## src/rtl/cam_pkg.sv

```systemverilog
// Shared types and constants for the 8-entry, 4-bit key CAM control slice.
package cam_pkg;

    localparam int DEPTH = 8;
    localparam int KEY_W = 4;
    localparam int IDX_W = 3;

    // Occupancy value that means "every entry is valid".
    localparam logic [IDX_W:0] FULL_CNT = 4'd8;

    typedef logic [KEY_W-1:0] key_t;
    typedef logic [IDX_W-1:0] idx_t;

    typedef enum logic [1:0] {
        IDLE   = 2'd0,
        LOOKUP = 2'd1,
        RESP   = 2'd2
    } cam_state_e;

    // Occupancy increment that saturates at DEPTH (writes when full overwrite the oldest entry).
    function automatic logic [IDX_W:0] occ_inc(input logic [IDX_W:0] occ);
        if (occ == FULL_CNT) begin
            occ_inc = FULL_CNT;
        end else begin
            occ_inc = occ + 4'd1;
        end
    endfunction

endpackage

```

## src/rtl/cam_ctrl_lookup.sv

```systemverilog
// lookup: comparator array, one equality compare of the search key against every entry.
module lookup
    import cam_pkg::*;
(
    input  key_t             D_look,
    input  key_t             r [DEPTH],
    output logic [DEPTH-1:0] v
);

    // Raw per-entry match; valid qualification happens in the controller.
    always_comb begin
        v = '0;
        for (int i = 0; i < DEPTH; i++) begin
            v[i] = (r[i] == D_look);
        end
    end

endmodule

```

## src/rtl/cam_ctrl_prio_enc8.sv

```systemverilog
// prio_enc8: lowest-set-bit encoder over the DEPTH-bit qualified match vector.
module prio_enc8
    import cam_pkg::*;
(
    input  logic [DEPTH-1:0] vec,
    output logic             hit,
    output idx_t             idx
);

    // Scan from the top down so the lowest set bit is the last one to win; idx is 0 on a miss.
    always_comb begin
        hit = |vec;
        idx = '0;
        for (int i = DEPTH - 1; i >= 0; i--) begin
            if (vec[i]) begin
                idx = IDX_W'(i);
            end else begin
                idx = idx;
            end
        end
    end

endmodule

```

## src/rtl/cam_ctrl.sv

```systemverilog
// cam_ctrl: entry storage, round-robin allocation and the request/response FSM of the CAM.
// Optional feature macro: CAM_WRITE_DEDUP_EN (drop writes whose key is already stored and valid).
module cam_ctrl
    import cam_pkg::*;
(
    input  logic             clk,
    input  logic             reset,
    input  logic             req_valid,
    output logic             req_ready,
    input  key_t             req_key,
    output logic             rsp_valid,
    input  logic             rsp_ready,
    output logic             rsp_hit,
    output idx_t             rsp_idx,
    output logic [DEPTH-1:0] rsp_mvec,
    input  logic             wr_en,
    output logic             wr_ready,
    input  key_t             wr_key,
    input  logic             clear,
    output logic [IDX_W:0]   occupancy,
    output logic             full,
    output logic             dup_drop
);

    cam_state_e       state_r;
    key_t             key_q;
    key_t             entry_r [DEPTH];
    logic [DEPTH-1:0] valid_r;
    idx_t             wr_ptr_r;

    logic [DEPTH-1:0] v_s;
    logic [DEPTH-1:0] qual_s;
    logic             enc_hit_s;
    idx_t             enc_idx_s;
    logic             req_fire_s;
    logic             wr_fire_s;
    logic             dup_s;
    logic             alloc_s;

    lookup u_lookup (
        .D_look (key_q),
        .r      (entry_r),
        .v      (v_s)
    );

    prio_enc8 u_enc (
        .vec (qual_s),
        .hit (enc_hit_s),
        .idx (enc_idx_s)
    );

    assign req_fire_s = req_valid && req_ready;
    // clear beats a simultaneous write.
    assign wr_fire_s  = wr_en && wr_ready && !clear;

`ifdef CAM_WRITE_DEDUP_EN
    // Duplicate detection: does wr_key already sit in a valid entry?
    always_comb begin
        dup_s = 1'b0;
        for (int i = 0; i < DEPTH; i++) begin
            if (valid_r[i] && (entry_r[i] == wr_key)) begin
                dup_s = 1'b1;
            end else begin
                dup_s = dup_s;
            end
        end
    end
`else
    assign dup_s = 1'b0;
`endif

    assign alloc_s = wr_fire_s && !dup_s;

    // Qualify raw matches with valid bits; a clear in the LOOKUP cycle forces a miss.
    always_comb begin
        if (clear) begin
            qual_s = '0;
        end else begin
            qual_s = v_s & valid_r;
        end
    end

    // Entry storage, round-robin write pointer and occupancy bookkeeping.
    always_ff @(posedge clk or posedge reset) begin
        if (reset) begin
            for (int i = 0; i < DEPTH; i++) begin
                entry_r[i] <= '0;
            end
            valid_r   <= '0;
            wr_ptr_r  <= '0;
            occupancy <= '0;
            full      <= 1'b0;
            dup_drop  <= 1'b0;
        end else begin
            dup_drop <= wr_fire_s && dup_s;
            if (clear) begin
                valid_r   <= '0;
                wr_ptr_r  <= '0;
                occupancy <= '0;
                full      <= 1'b0;
            end else if (alloc_s) begin
                entry_r[wr_ptr_r] <= wr_key;
                valid_r[wr_ptr_r] <= 1'b1;
                wr_ptr_r          <= wr_ptr_r + 3'd1;
                occupancy         <= occ_inc(occupancy);
                full              <= (occ_inc(occupancy) == FULL_CNT);
            end
        end
    end

    // Request/response FSM with registered handshake and response outputs.
    always_ff @(posedge clk or posedge reset) begin
        if (reset) begin
            state_r   <= IDLE;
            key_q     <= '0;
            req_ready <= 1'b1;
            wr_ready  <= 1'b1;
            rsp_valid <= 1'b0;
            rsp_hit   <= 1'b0;
            rsp_idx   <= '0;
            rsp_mvec  <= '0;
        end else begin
            case (state_r)
                IDLE: begin
                    if (req_fire_s) begin
                        key_q     <= req_key;
                        state_r   <= LOOKUP;
                        req_ready <= 1'b0;
                        wr_ready  <= 1'b0;
                    end
                end
                LOOKUP: begin
                    rsp_valid <= 1'b1;
                    rsp_hit   <= enc_hit_s;
                    rsp_idx   <= enc_idx_s;
                    rsp_mvec  <= qual_s;
                    state_r   <= RESP;
                    wr_ready  <= 1'b1;
                end
                RESP: begin
                    if (rsp_ready) begin
                        rsp_valid <= 1'b0;
                        state_r   <= IDLE;
                        req_ready <= 1'b1;
                    end
                end
                default: begin
                    state_r   <= IDLE;
                    req_ready <= 1'b1;
                    wr_ready  <= 1'b1;
                    rsp_valid <= 1'b0;
                end
            endcase
        end
    end

endmodule

```

## config.mk

```make
export PLATFORM = sky130hd
export DESIGN_NAME = cam_ctrl
export DESIGN_NICKNAME = d
export VERILOG_FILES = /design/src/rtl/cam_pkg.sv /design/src/rtl/cam_ctrl_lookup.sv /design/src/rtl/cam_ctrl_prio_enc8.sv /design/src/rtl/cam_ctrl.sv
export SDC_FILE = /design/constraint.sdc
export NUM_CORES = 1
export LEC_CHECK = 0
export CORE_ASPECT_RATIO = 0.75
export CORE_MARGIN = 2
export CORE_UTILIZATION = 55
export DETAILED_ROUTE_END_ITERATION = 6
export HOLD_SLACK_MARGIN = 0.06
export PLACE_DENSITY = 0.78
export SETUP_SLACK_MARGIN = 0.15
export SLEW_MARGIN = 10
export SYNTH_ARGS = -nofsm -noshare
export SYNTH_HDL_FRONTEND = slang
export SYNTH_SLANG_ARGS = --single-unit
```

## constraint.sdc

```tcl
create_clock -name clk -period 2.4 [get_ports clk]
set_input_delay 0.48 -clock clk [delete_from_list [all_inputs] [get_ports clk]]
set_output_delay 0.48 -clock clk [all_outputs]
set_load 0.03 [all_outputs]
```

==> flow_summary.yaml <==
layout:
  synthToLayoutAreaGrowth_pct: 18.4
  final_layout_size_suffix_gt1_share_pct: 21.4
  share_of_the_core_filled_with_cells_in_the_final_layout_pct: 66.9
  multi_input_comb_area_um2: 1410
  fillCellCount: 447
  antenna-diode-count: 0
  final_net_count: 339
  layout.area.seq_um2: 1730
yosys:
  count_of_cell_types_in_the_netlist: 39
  synth.net_count: 299
  asyncSetResetFlopFracSynth_pct: 100
  flip_flop_and_latch_count_after_synthesis: 69
  synth-seq-area-share_pct: 53.1
  ys.warnings.count: 0
  yosys-top-cells-area: "dfrtp_1, mux2_2, xnor2_1, nand2_1, xor2_1"
  post_synth_inst_count: 282
  syn_avg_cell_area_um2: 11.6
  synth_area_leader_cell: "dfrtp_1"
  synth_enable_flop_cells: 0
  top_reg_cell_synth: "dfrtp_1"
  syn-cell-area_um2: 3260
  fraction_of_synthesized_cell_area_taken_by_the_top_area_cell_type_pct: 51.5
power:
  max-vdd-ir-drop_mv: 0.481
  pwr_density_cell_nw_per_um2: 977
  power.leakage_uw: 0.00180
  design_power_total_uw: 3770
clock_tree:
  clock_tree.buffer_depth: 2
  post-cts-setup-buffer-count: 0
  clkLatencyLatePin_ns: 0.35
  cts.root.buffer_cell: "clkbuf_8"
  cts_inserted_buffers: 9
  cts_tree: "yes"
  cts_resized: 0
  path_clk_slew_ns: 0.07
  cts_sinks: 69
  ctsHtreeMaxLevel: 3
  ctsHoldBuffers: 0
grt:
  total_global_routing_track_utilization_pct: 21.4
  gr-total-overflow: 0
  vias_in_the_first_global_route: 2126
  wire_length_of_the_first_global_routing_pass_mm: 10.7
  number_of_antenna_violations_at_the_first_check_in_global_routing: 0
  grt_start_max_net_pins: 37
run_status:
  outcome: "completed"
sta:
  timing_hold_violations_final: 0
  slew_headroom_pct: 57.3
  setup_violations: 0
  timing.clock.skew_ns: 0.00795
  tightest_slew_ns: 0.640
  setup_total_negative_slack_ns: 0
  layout_min_cycle_time_ns: 2.13
  grt_setup_unrepaired: "no"
  layout_worst_path_cycle_share_pct: 88.9
  timing_max_transition_violations_final: 0
  max_freq_mhz: 469
worst_setup_path:
  setup.worst_path.end_class: "output pin"
  timing.critical_path.max_delay_family: "buffers and inverters"
  critical_path.slowest_cell: "clkdlybuf4s50_1"
  max_stage_delay_ns: 0.69
  timing.critical_path.from_type: "register"
  arrival_time_of_data_at_the_critical_path_endpoint_ns: 1.65
  worst-endpoint-required_ns: 1.92
  critPathKind: "reg -> out"
  critical_path.cell_chain: "clkdlybuf4s50_1"
  critPathMaxFanout: 7
  crit_buf_inv: 1
floorplan:
  row_cnt: 24
  fp.dieW_um: 92.9
  floorplan.io_pins: 35
  core_um2: 5770
  die_area_um2: 6560
  dieHeight_um: 70.7
  initial_core_util_pct: 56.5
placement:
  dpl.hpwl_mm: 4.50
  gp_congestion: 0.828
  io_buffer_count: 33
hold_path:
  holdCritPathClass: "in -> async"
route:
  ant_nets: 0
  route.detailed.wl_per_inst_um: 15.6
  drtIter0Drc: 170
  wl_mm: 6.33
  detail_route.drc_violations: 0
  vias_per_cell: 5.31
  vias: 2151
  first_pass_iters: 5
flow_run:
  cap_violations: 0
cells in the final DEF (no fill, tap or decap), types with 3 or more instances in the layout:
cell type and n:
o21ai_0 11, nand2_1 28, xor2_1 12, ha_1 3, xnor2_1 23, clkinv_2 3, clkbuf_8 11, nand3_1 6
buf_4 6, nand2b_1 9, nor3b_2 3, mux2_2 36, nor2_1 20, inv_1 7, and3_1 4, a21oi_1 8
clkdlybuf4s50_1 33, dfrtp_1 67, nand4_1 8
area by class of cell:
cell class / instances / share of cell area, %
sequential: 69 / 44.8
multi-input combinational: 193 / 36.5
timing repair buffer: 41 / 10.8
clock buffer: 12 / 4.02
tap: 78 / 2.53
inverter: 8 / 0.778
clock inverter: 4 / 0.584
state kept, by name (all words and copies together) (netlist names):
name and cells:
wr_ptr_r 3, full 1, rsp_hit 1, key_q 4, wr_ready 1, state_r 2, rsp_valid 1, rsp_idx 3
rsp_mvec 8, valid_r 8, req_ready 1, entry_r 32, occupancy 4
synthesized netlist by cell type (2+ instances only):
cell type	count
dfstp_2	2
dfrtp_1	67
nand2b_1	9
xor2_1	12
nand4_1	8
buf_6	5
inv_1	8
nor2_1	20
nor3b_1	2
o21ai_0	11
ha_1	3
clkbuf_1	3
nand3b_1	2
mux2_2	36
nand2_1	28
xnor2_1	23
buf_2	3
a21oi_1	8
nor3b_2	3
nand3_1	6
nor3_1	2
and3_1	4
worst paths after layout:
check                           depth (start not counted)           to   startpoint  slack (ns)
worst max-delay path                                    1     wr_ready     wr_ready        0.27
worst min-delay path                                    2     key_q[1]        reset        0.45
min in group clk                                        2  rsp_mvec[1]  rsp_mvec[1]        0.48
max in group asynchronous                               3    req_ready        reset        1.38
worst max register to register                          5  entry_r[17]     wr_ready        0.47
worst min register to register                          2  rsp_mvec[1]  rsp_mvec[1]        0.48
power by group:
part           leakage (µW)  total (µW)  switching [µW]  internal (µW)
Sequential         0.000911        1740             316           1420
Combinational      0.000801        1180             566            611
Clock             0.0000921         854             428            426
metal layers:
layer  global-route usage, %  wire [µm]
met5                       0          0
met4                    5.88         64
met3                    6.07        292
met2                    32.1       2840
met1                    31.1       3140
cell families after synthesis:
logic type / share of synthesized area [%]
AND/OR/NAND/NOR: 14.6
flip-flops: 53.1
adder cells (fa/ha/maj): 1.15
AO/OA/AOI/OAI: 4.99
multiplexers: 12.4
buffers and inverters: 3.69
other: 0.115
XOR/XNOR: 9.91
metrics by stage:
step | setup slack [ns] | area, µm² | cells | hold slack [ns]
2_1_floorplan | 0.183 | 3260 | 282 | 0.442
3_3_place_gp | 0.118 | 3680 | 389 | 0.457
3_5_place_dp | 0.124 | 3680 | 389 | 0.466
4_1_cts | 0.267 | 3860 | 405 | 0.465
5_1_grt | 0.226 | 3860 | 405 | 0.483
6_report | 0.267 | 3860 | 405 | 0.451
(Power assumes the default switching activity.)
==> RTL edit: new RTL, same flow settings <==
The option `CAM_WRITE_DEDUP_EN` is turned on by a define.
--- a/src/rtl/cam_ctrl.sv
+++ b/src/rtl/cam_ctrl.sv
@@ -1,4 +1,6 @@
 // cam_ctrl: entry storage, round-robin allocation and the request/response FSM of the CAM.
 // Optional feature macro: CAM_WRITE_DEDUP_EN (drop writes whose key is already stored and valid).
+`define CAM_WRITE_DEDUP_EN
+
 module cam_ctrl
     import cam_pkg::*;
Behaviour: not the same (Yosys sat finds a counterexample within 4 cycles, from zero or initial values and one cycle with reset high).
==> RTL edit against the original RTL <==
  * Synthesized area rose by 22%
  * Sequential share of layout area fell by 9.3 points
  * Design area rose by 28%
  * Wire length rose by 47%
  * Largest cell class is now multi-input combinational cells
  * Sequential cell count rose by 1
  * Worst setup slack got worse by 0.062 ns
  * Die area rose by 20%
  * Power rose by 17%
==> RTL edit: results (changes against the original RTL) <==
stage	metric	value	unit	change
run_status	status	completed		
cells_and_area	buffer_area_share	14.9	%	+4.1 points
drt	drtIter0Drc	181		+6.5%
cells_and_area	nonClockInverterCount	29		+21
synthesis	synth_nets	377		+26%
pwr	ir_drop	0.609	mV	+27%
synthesis	synthAdderAreaFrac	0.947	%	-0.20 points
setup_path	rr_startpoint	entry_r[0]		
grt	grt_start_max_net_pins	71		+92%
grt	grt_usage	25.9	%	+4.4 points
pwr	power_switching	1.50	mW	+14%
setup_path	critical_path_arrival	2.44	ns	+0.79 ns
placement	port_buffers	34		+3.0%
placement	dp_cells	508		+31%
cells_and_area	instances_no_fill	530		+31%
pwr	p_clk_share	25.3	%	+2.7 points
setup_path	r2r_cells	7		+2
synthesis	synth_cell_type_count	49		+26%
grt	grt_pass1_vias	2958		+39%
die	core_area	6900	um2	+20%
worst_hold_path	hold_class	register to register		
placement	gp_congestion	0.929		+12%
cells_and_area	nClkBuffers	13		+1
synthesis	synth_area_leaders	dfrtp_1 43%, mux2_4 7.6%, xor2_1 6.9%		
synthesis	yosys-top-cells-count	68 x dfrtp_1, 31 x xor2_1, 28 x inv_1		
placement	post-place-ws	-0.393	ns	-0.518 ns
synthesis	synthMuxAreaShare	12.9	%	+0.50 points
placement	place_hpwl	6340	um	+41%
grt	grt_pass1_wl	15400	um	+45%
placement	placed_cell_area	4620	um2	+26%
pwr	p_leak	2.35	nW	+30%
setup_path	rr_endpoint	entry_r[5]		
timing	fin_ws	0.205	ns	-0.0624 ns
pwr	p_sw_share	34.0	%	-0.67 points
cells_and_area	signal_buffers	77		+88%
==> RTL edit: changes by cell type in the layout (fill, tap and decap cells not counted), sizes merged, moves of 6 or more <==
| cell | unedited run | this run |
|---|---|---|
| nor2 | 20 | 13 |
| mux2i | 0 | 10 |
| inv | 8 | 29 |
| nand4 | 8 | 16 |
| o22ai | 0 | 9 |
| a21oi | 8 | 14 |
| mux2 | 36 | 30 |
| buf | 8 | 43 |
| nand2b | 9 | 0 |
| xor2 | 13 | 31 |
| nor3 | 4 | 14 |
==> RTL edit: critical path, stage by stage <==
cell and delay [ns]:
dlygate4sd2_1 0.26, buf_12 0.15, buf_4 0.15, xnor2_2 0.16, nand3_1 0.14, nor3_4 0.24, nor3_2 0.06, buf_4 0.16
buf_4 0.14, nand4_1 0.14, mux2_2 0.36
==> RTL edit: layer usage <==
metal,vias up,GRT usage [%],part of all wire (%)
li1,1381,-,-
met1,1412,35.9,46
met2,100,40.5,47
met3,15,6.40,5.2
met4,0,6.93,1.5
met5,-,0,0
==> RTL edit: kinds of logic after synthesis <==
| kind of cell | count (synthesis) |
|---|---|
| AOI/OAI and AO/OA | 52 |
| xor gates and xnor gates | 54 |
| adders and majority gates | 3 |
| buffers and inverters | 50 |
| DFF | 70 |
| muxes | 40 |
| and+or+nand+nor | 91 |
==> RTL edit: worst max path at each step <==
stage	endpoint	cells after the start	start
after floorplan	dup_drop	1	reset
after global placement	entry_r[30]	10	wr_key[2]
after detailed placement	entry_r[9]	10	wr_key[2]
after CTS	entry_r[5]	10	wr_key[0]
after global routing	entry_r[12]	11	wr_key[2]
final	entry_r[5]	11	wr_key[2]
==> RTL edit: repair_timing <==
item	CTS	global route
setup buffers	5	1
endpoints found under the setup margin	42	20
gates cloned	0	0
resized for setup	9	2
pin swaps	8	1
